## src/rtl/line_buf_tap_if.sv

```systemverilog
// RAM-side port bundle between line_buf_tap (master) and the line_buf simple-dual-port RAM (slave).
// Write is a plain strobe: the RAM stores ram_wr_data at ram_wr_addr on every clk edge where ram_wr_en=1; reads never stall.
interface line_buf_tap_if #(
    parameter int DATA_W = 16,
    parameter int ADDR_W = 11
);
    logic [DATA_W-1:0] ram_wr_data;
    logic [ADDR_W-1:0] ram_wr_addr;
    logic              ram_wr_en;
    logic [ADDR_W-1:0] ram_rd_addr;
    logic [DATA_W-1:0] ram_rd_data;

    modport master (
        output ram_wr_data,
        output ram_wr_addr,
        output ram_wr_en,
        output ram_rd_addr,
        input  ram_rd_data
    );

    modport slave (
        input  ram_wr_data,
        input  ram_wr_addr,
        input  ram_wr_en,
        input  ram_rd_addr,
        output ram_rd_data
    );
endinterface

```

## src/rtl/line_buf_tap.sv

```systemverilog
// Line-buffer controller: writes each active line into the line RAM and pairs every output pixel
// with the pixel at the same column of the previous line.
module line_buf_tap #(
    parameter int DATA_W = 16,
    parameter int ADDR_W = 11,
    parameter int ROW_W  = 11,
    parameter int VS_POL = 1
) (
    input  logic              clk,
    input  logic              rst,
    input  logic              i_vs,
    input  logic              i_hs,
    input  logic              i_de,
    input  logic [DATA_W-1:0] i_data,
    line_buf_tap_if.master    ram,
    output logic              o_vs,
    output logic              o_hs,
    output logic              o_de,
    output logic [DATA_W-1:0] o_data,
    output logic [DATA_W-1:0] o_prev,
    output logic              o_prev_vld,
    output logic [ADDR_W-1:0] o_col,
    output logic [ROW_W-1:0]  o_row,
    output logic              o_ovf
);
    localparam logic              VS_ACT   = (VS_POL != 0);
    localparam logic [ADDR_W-1:0] COL_MAX  = {ADDR_W{1'b1}};
    localparam logic [ADDR_W:0]   LEN_FULL = {1'b1, {ADDR_W{1'b0}}};
    localparam logic [ROW_W-1:0]  ROW_MAX  = {ROW_W{1'b1}};

    logic [ADDR_W-1:0] col_q, col_d;
    logic              sat_q, sat_d;
    logic              armed_q;
    logic [ADDR_W:0]   last_len_q;
    logic [ROW_W-1:0]  row_q;
    logic              vs_q, hs_q, de_q;
    logic [DATA_W-1:0] data_q;
    logic [ADDR_W-1:0] ocol_q;
    logic [ROW_W-1:0]  orow_q;
    logic              vld_q, ovf_q;
    logic              wr_en_q;
    logic [ADDR_W-1:0] wr_addr_q;
    logic [DATA_W-1:0] wr_data_q;

    logic              de_eff, frame_start, line_end, ovf_pix, prev_ok;
    logic [ADDR_W:0]   len_now;

    // A line cut by reset is ignored until i_de drops, so the next full line is row 0.
    assign de_eff      = i_de & armed_q;
    assign frame_start = (i_vs == VS_ACT) & (vs_q != VS_ACT);
    assign line_end    = de_q & ~de_eff;
    assign ovf_pix     = de_eff & sat_q;
    assign len_now     = sat_q ? LEN_FULL : {1'b0, col_q};
    assign prev_ok     = de_eff & (row_q != '0) & ({1'b0, col_q} < last_len_q) & ~sat_q;

    always_comb begin
        col_d = col_q;
        sat_d = sat_q;
        if (!de_eff) begin
            col_d = '0;
            sat_d = 1'b0;
        end else if (col_q == COL_MAX) begin
            sat_d = 1'b1;
        end else begin
            col_d = col_q + 1'b1;
        end
    end

    always_ff @(posedge clk or posedge rst) begin
        if (rst) begin
            col_q      <= '0;
            sat_q      <= 1'b0;
            armed_q    <= 1'b0;
            last_len_q <= '0;
            row_q      <= '0;
            vs_q       <= 1'b0;
            hs_q       <= 1'b0;
            de_q       <= 1'b0;
            data_q     <= '0;
            ocol_q     <= '0;
            orow_q     <= '0;
            vld_q      <= 1'b0;
            ovf_q      <= 1'b0;
            wr_en_q    <= 1'b0;
            wr_addr_q  <= '0;
            wr_data_q  <= '0;
        end else begin
            armed_q   <= armed_q | ~i_de;
            col_q     <= col_d;
            sat_q     <= sat_d;
            vs_q      <= i_vs;
            hs_q      <= i_hs;
            de_q      <= de_eff;
            data_q    <= i_data;
            ocol_q    <= col_q;
            orow_q    <= row_q;
            vld_q     <= prev_ok;
            wr_en_q   <= de_eff & ~sat_q;
            wr_addr_q <= col_q;
            wr_data_q <= i_data;
            if (line_end) begin
                last_len_q <= len_now;
                if (row_q != ROW_MAX) row_q <= row_q + 1'b1;
            end
            if (ovf_pix) ovf_q <= 1'b1;
            // Frame start overrides a coincident line end and overflow.
            if (frame_start) begin
                row_q      <= '0;
                last_len_q <= '0;
                ovf_q      <= 1'b0;
            end
        end
    end

    assign ram.ram_rd_addr = col_q;
    assign ram.ram_wr_en   = wr_en_q;
    assign ram.ram_wr_addr = wr_addr_q;
    assign ram.ram_wr_data = wr_data_q;

    assign o_vs       = vs_q;
    assign o_hs       = hs_q;
    assign o_de       = de_q;
    assign o_data     = data_q;
    assign o_prev     = ram.ram_rd_data;
    assign o_prev_vld = vld_q;
    assign o_col      = ocol_q;
    assign o_row      = orow_q;
    assign o_ovf      = ovf_q;
endmodule
```

## src/flat_wrapper.sv

```systemverilog
// flat-port wrapper written by rule: the top's interface ports become plain ports
module line_buf_tap_flat 
#(
    parameter int DATA_W = 16,
    parameter int ADDR_W = 11,
    parameter int ROW_W  = 11,
    parameter int VS_POL = 1
)
  (clk, rst, i_vs, i_hs, i_de, i_data, o_vs, o_hs, o_de, o_data, o_prev, o_prev_vld, o_col, o_row, o_ovf, ram_ram_wr_data, ram_ram_wr_addr, ram_ram_wr_en, ram_ram_rd_addr, ram_ram_rd_data);
  line_buf_tap_if #(.DATA_W(DATA_W), .ADDR_W(ADDR_W)) ram_i ();
  input  logic clk;
  input  logic rst;
  input  logic i_vs;
  input  logic i_hs;
  input  logic i_de;
  input  logic [DATA_W-1:0] i_data;
  output logic o_vs;
  output logic o_hs;
  output logic o_de;
  output logic [DATA_W-1:0] o_data;
  output logic [DATA_W-1:0] o_prev;
  output logic o_prev_vld;
  output logic [ADDR_W-1:0] o_col;
  output logic [ROW_W-1:0] o_row;
  output logic o_ovf;
  output wire logic [$bits(ram_i.ram_wr_data)-1:0] ram_ram_wr_data;
  output wire logic [$bits(ram_i.ram_wr_addr)-1:0] ram_ram_wr_addr;
  output wire logic [$bits(ram_i.ram_wr_en)-1:0] ram_ram_wr_en;
  output wire logic [$bits(ram_i.ram_rd_addr)-1:0] ram_ram_rd_addr;
  input wire logic [$bits(ram_i.ram_rd_data)-1:0] ram_ram_rd_data;
  assign ram_ram_wr_data = ram_i.ram_wr_data;
  assign ram_ram_wr_addr = ram_i.ram_wr_addr;
  assign ram_ram_wr_en = ram_i.ram_wr_en;
  assign ram_ram_rd_addr = ram_i.ram_rd_addr;
  assign ram_i.ram_rd_data = ram_ram_rd_data;
  line_buf_tap #(.DATA_W(DATA_W), .ADDR_W(ADDR_W), .ROW_W(ROW_W), .VS_POL(VS_POL)) u_core (.clk(clk), .rst(rst), .i_vs(i_vs), .i_hs(i_hs), .i_de(i_de), .i_data(i_data), .ram(ram_i), .o_vs(o_vs), .o_hs(o_hs), .o_de(o_de), .o_data(o_data), .o_prev(o_prev), .o_prev_vld(o_prev_vld), .o_col(o_col), .o_row(o_row), .o_ovf(o_ovf));
endmodule
```

## config.mk

```make
export PLATFORM = sky130hd
export DESIGN_NAME = line_buf_tap_flat
export DESIGN_NICKNAME = d
export VERILOG_FILES = /design/src/rtl/line_buf_tap_if.sv /design/src/rtl/line_buf_tap.sv /design/src/flat_wrapper.sv
export SDC_FILE = /design/constraint.sdc
export NUM_CORES = 1
export LEC_CHECK = 0
export CAP_MARGIN = 10
export CORE_ASPECT_RATIO = 0.5
export CORE_MARGIN = 1.5
export CORE_UTILIZATION = 27
export DETAILED_ROUTE_END_ITERATION = 12
export GPL_ROUTABILITY_DRIVEN = 1
export HOLD_SLACK_MARGIN = 0.1
export REMOVE_ABC_BUFFERS = 1
export SYNTH_ARGS = -nofsm -noshare
export SYNTH_HDL_FRONTEND = slang
export SYNTH_SLANG_ARGS = --single-unit
```

## constraint.sdc

```tcl
create_clock -name clk -period 5 [get_ports clk]
set_clock_uncertainty 0.1 [all_clocks]
set_input_delay 0.75 -clock clk [delete_from_list [all_inputs] [get_ports clk]]
set_output_delay 0.75 -clock clk [all_outputs]
set_load 0.02 [all_outputs]
```

After elaboration in Yosys (flattened, before gate mapping). Index checks and enable logic that the tools add are counted.

Add/subtract/negate cells: 2. Multiply operators: 0. Div/mod/pow operators: 0. Magnitude comparators: 1. Equal/unequal tests: 4. Shifts and indexed selects: 0. Mux-type cells: 12. Bitwise operators: 13. Reduce and logical (&&, ||, !) cells: 5.

Operator list (number): $mux 11 (5); $mux 12 (3); $add 11x1->11 const B (2); $lt 11x12->1 (1); $eq 11x11->1 const B (1); $ne 11x11->1 const B (1); $reduce_bool 11->1 (1); $and 1x1->1 (8); $reduce_bool 2->1 (3); $mux 1 (4); $ne 2x2->1 const B (2); $not 1->1 (4); $reduce_and 2->1 (1); $or 1x1->1 (1).

Flip-flop bits (word level): 80. Latch bits: 0. Bits in writable memories: 0. Bits in read-only memories: 0. Output and inout bits: 98. Logic and storage cells: 51. Memories kept: 0.

Longest topological paths before layout.
Depth in word-level cells: 5. Mapped depth: 6.

Worst setup path after synthesis. No wires, ideal clock.

Kind: input to register. Start: in i_de. End: reg u_core.row_q[9]. Setup time: 0.066 ns. Arrival: 1.721 ns. Required time: 4.834 ns. Slack: 3.113 ns. Stages: 5. Buffers on the path: 1. Path through: a21boi_4 -> o31ai_1 -> buf_4 -> or4_1 -> nand2_1.

Word-level cells in the longest chain between the ends: 5.

Ends and longest elaborated chain: start: declaration (line flat_wrapper.sv:15) `input logic i_de;`; $and 1x1->1 (line line_buf_tap.sv:49) `assign de_eff = i_de & armed_q;`; $not 1->1 (line line_buf_tap.sv:51) `assign line_end = de_q & ~de_eff;`; $and 1x1->1 (line line_buf_tap.sv:51); $reduce_bool 2->1 (no line); $reduce_and 2->1 (no line); end signal: assignment (line line_buf_tap.sv:103) `if (row_q != ROW_MAX) row_q <= row_q + 1'b1;`; end: declaration (line line_buf_tap.sv:35) `logic [ROW_W-1:0] row_q;`.

Every way passes these cells. A chain may end at the register's enable or synchronous reset.

Worst setup path in the final report.
Start: reg u_core.col_q[7], in the netlist u_core.ram.ram_rd_addr[7]. End: out ram_ram_rd_addr[7].

RTL lines: start: declaration (line line_buf_tap.sv:31) `logic [ADDR_W-1:0] col_q, col_d;`; start signal: assignment (line line_buf_tap.sv:89) `col_q <= col_d;`; end: declaration (line flat_wrapper.sv:29) `output wire logic [$bits(ram_i.ram_rd_addr)-1:0] ram_ram_rd_addr;`.

No word-level cell between the ends.

==> impl_results.md <==
- Largest net degree at the start of global routing: 53
- Critical path's largest stage delay: 0.69 ns
- DR vias: 2352
- GPL Wtd Cong: 0.7155
- Setup crit end kind: output pin
- Site Rows: 28
- Setup bufs post-CTS: 0
- IO Count: 135
- Final ANT Viol Nets: 0
- Final Cycle Share: 49.22%
- Clk Latency, worst-skew pair: 0.33 ns
- Initial antenna violation count: 0
- WP buf/inv: 1
- Status: finished, final reports clean
- CP max stage cell: clkdlybuf4s50_1
- P_leak: ~2.0 nW
- Startpoint Class: flip-flop
- Adder-Cell Fraction of Synth Area: 4.785%
- # resized after CTS: 0
- Ys async rst share: 100.0%
- Largest family of logic cells by synthesized area: simple AND/OR/NAND/NOR gates
- Crit path max-delay family: buffers and inverters
- Pre-antenna DRT Iters: 4
- Post-synth EDFFs: 0
- Simple logic cell fraction of the synthesized area: 12.07%
- Peak VDD IR: 0.0001235 V
- Commonest non-fill, non-tap cell in the layout: clkdlybuf4s50_1
- Mux contribution to synthesized area: less than 1%
- Number of max-cap violations: 0
- Gate Count Post-Synth: 285
- Fin area: 0.004629 mm2
- Cts bufs inserted: 9
- Gr usage total: a little under an eighth
- Overflow after GRT: 0
- Clk buf depth: 2
- Int Power: 1.228 mW
- Clock transition at path regs: 0.06 ns
- Cell area after placement: 0.004305 mm2
- Worst Path Required: 4.15 ns
- Main synth FF type: dfrtp_1
- Post-Syn Area per Cell: 11.93 um2
- Port bufs: 102
- Vias per inst: 4.506
- Endpoints failing hold: 0
- Final min period: 2.461 ns
- Clock Power Share: 45.8%
- Htree depth: 3
- Commonest non-fill, non-tap cells in the layout: 102 x clkdlybuf4s50_1, 80 x dfrtp_1, 17 x nor2_1
- Maximum clock rate: 406.3 MHz
- # diodes: 0
- Setup TNS: 0 ns
- Synth warnings: 0
- Fraction of layout cells with a size suffix above 1: 6.723%
- Flop pwr share: 43.8%
- PwrDens: 339.7 mW/mm2
- Crit Path Max Fanout: 11
- Sw Pwr: 344.4 uW
- First-pass GRT wire length: roughly 12000 um
- Synth cell types: 44
- RSZ-0062 raised after global routing: false
- Post-DP HPWL: 5336 um
- Post-Synth XOR/XNOR Area: 1.288%
- Initial drt markers: 109
- Synthesis-to-finish area growth: 36.18%
- Kind of critical path: reg2out
- Gate power share: 10.4%
- Post-synthesis compound-gate area fraction: 10.49%
- Die width: 161.7 um
- Fin nets: between 400 and 500
- Post-DR wirelength/cell: 14.26 um
- Hold_buf cts: 0
- Vias in the first global route: 2193
- Switching part of the total: 21.90%
- Synthesized cell area: 0.003400 mm2
- CTS tree: built
- Hold WC Path Type: reg2reg
- Pins over their slew limit: 0
- Synth Register Bits: 80
- Sequential cell area fraction in the yosys report: between 50% and 60%
- Die ar.: 0.01331 mm2
- Post-Route WL: roughly 7400 um
- Clk root buf: clkbuf_16
- Clk sink count: 80
- Starting Density: roughly 28%
- Setup violations, final: 0
- CP Cell Sequence: clkdlybuf4s50_1
- Die Y: 82.35 um
- WP data arrival: around 1.6 ns
- Residual DRC: 0
- FF-to-FF setup slack: 2.57 ns
- Slew @ Worst Pin: 1.174 ns
- Std-Cell Core Area: 0.01205 mm2
- Slew headroom: between 20% and 30%
layout make-up:
type | count | area [um2]
fill | 1160 | 7422
clock buffer | 10 | 229.0
tap | 165 | 206.4
sequential | 80 | 2002
multi-input combinational | 144 | 1003
clock inverter | 4 | 95.09
inverter | 15 | 57.56
timing repair buffer | 104 | 1036
per-layer routing:
metal / vias to the layer above / GRT usage, % / wire length [um]
li1: 1095 / - / -
met1: 1182 / 14.50 / 3349
met2: 63 / 18.67 / 3598
met3: 12 / 4.396 / 374
met4: 0 / 5.229 / 120
met5: - / 0 / 0
registers in the layout, indices dropped and copies added (netlist names):
name                    count
u_core.o_row               11
u_core.o_col               11
u_core.ram.ram_wr_en        1
u_core.row_q               11
u_core.sat_q                1
u_core.o_prev_vld           1
u_core.o_hs                 1
u_core.o_ovf                1
u_core.last_len_q          12
u_core.ram.ram_rd_addr     11
u_core.o_vs                 1
u_core.o_data              16
u_core.armed_q              1
u_core.o_de                 1
stage by stage:
step	hold slack [ns]	power, mW	std cells	setup WS (ns)	util, %
floorplan	0.2871	0.7769	239	2.098	-
global placement	0.3198	0.8668	508	2.314	35.72
detailed placement	0.3189	0.8667	508	2.291	35.72
CTS	0.3393	1.595	522	2.526	38.41
global route	0.3625	1.636	522	2.280	38.41
finish	0.3377	1.573	522	2.539	38.41
cells by family (layout without fill, tap and decap cells):
group | Yosys count | count (layout)
compound gates | 47 | 47
simple gates | 76 | 76
mux | 3 | 3
flops | 80 | 80
xor+xnor | 5 | 5
buf+inv | 61 | 133
fa+ha+maj | 13 | 13
final timing paths:
check	startpoint	endpoint	depth (start not counted)
max	u_core.ram.ram_rd_addr[7]	ram_ram_rd_addr[7]	1
min	u_core.row_q[10]	u_core.o_row[10]	0
max reg2reg	u_core.row_q[1]	u_core.row_q[3]	5
min reg2reg	u_core.row_q[10]	u_core.o_row[10]	0
max in group asynchronous	rst	u_core.o_col[0]	3
min in group asynchronous	rst	u_core.o_data[12]	2
power groups by stage:
stage	Sequential (mW)	Clock, mW	Combinational, mW
after floorplan	0.731	0	0.0455
after global placement	0.701	0	0.166
after detailed placement	0.701	0	0.166
after CTS	0.690	0.739	0.166
after global routing	0.693	0.765	0.178
final	0.690	0.720	0.163
cell usage after synthesis, drive strengths merged (2+ instances only):
cell | n | share of area [%]
nor4 | 3 | 0.55
ha | 13 | 4.8
nor3 | 4 | 0.74
nand4 | 5 | 0.92
a21oi | 10 | 1.5
a21o | 2 | 0.44
a31o | 2 | 0.52
mux2i | 3 | 0.88
a22o | 10 | 2.6
buf | 44 | 9.7
xor2 | 2 | 0.52
a31oi | 5 | 0.92
nor2b | 2 | 0.37
or3 | 2 | 0.37
o2111ai | 2 | 0.52
dfrtp | 80 | 59
and2 | 2 | 0.37
nor2 | 17 | 1.9
and3 | 7 | 1.3
a41oi | 2 | 0.74
nand2b | 5 | 0.92
o31ai | 2 | 0.44
xnor2 | 3 | 0.77
nand3 | 9 | 1.6
o21ai | 4 | 0.59
clkbuf | 2 | 0.22
inv | 14 | 1.5
nand2 | 14 | 1.5
a211oi | 2 | 0.44
or4 | 2 | 0.44
and4 | 2 | 0.52
Power figures use the tool's default switching activity.
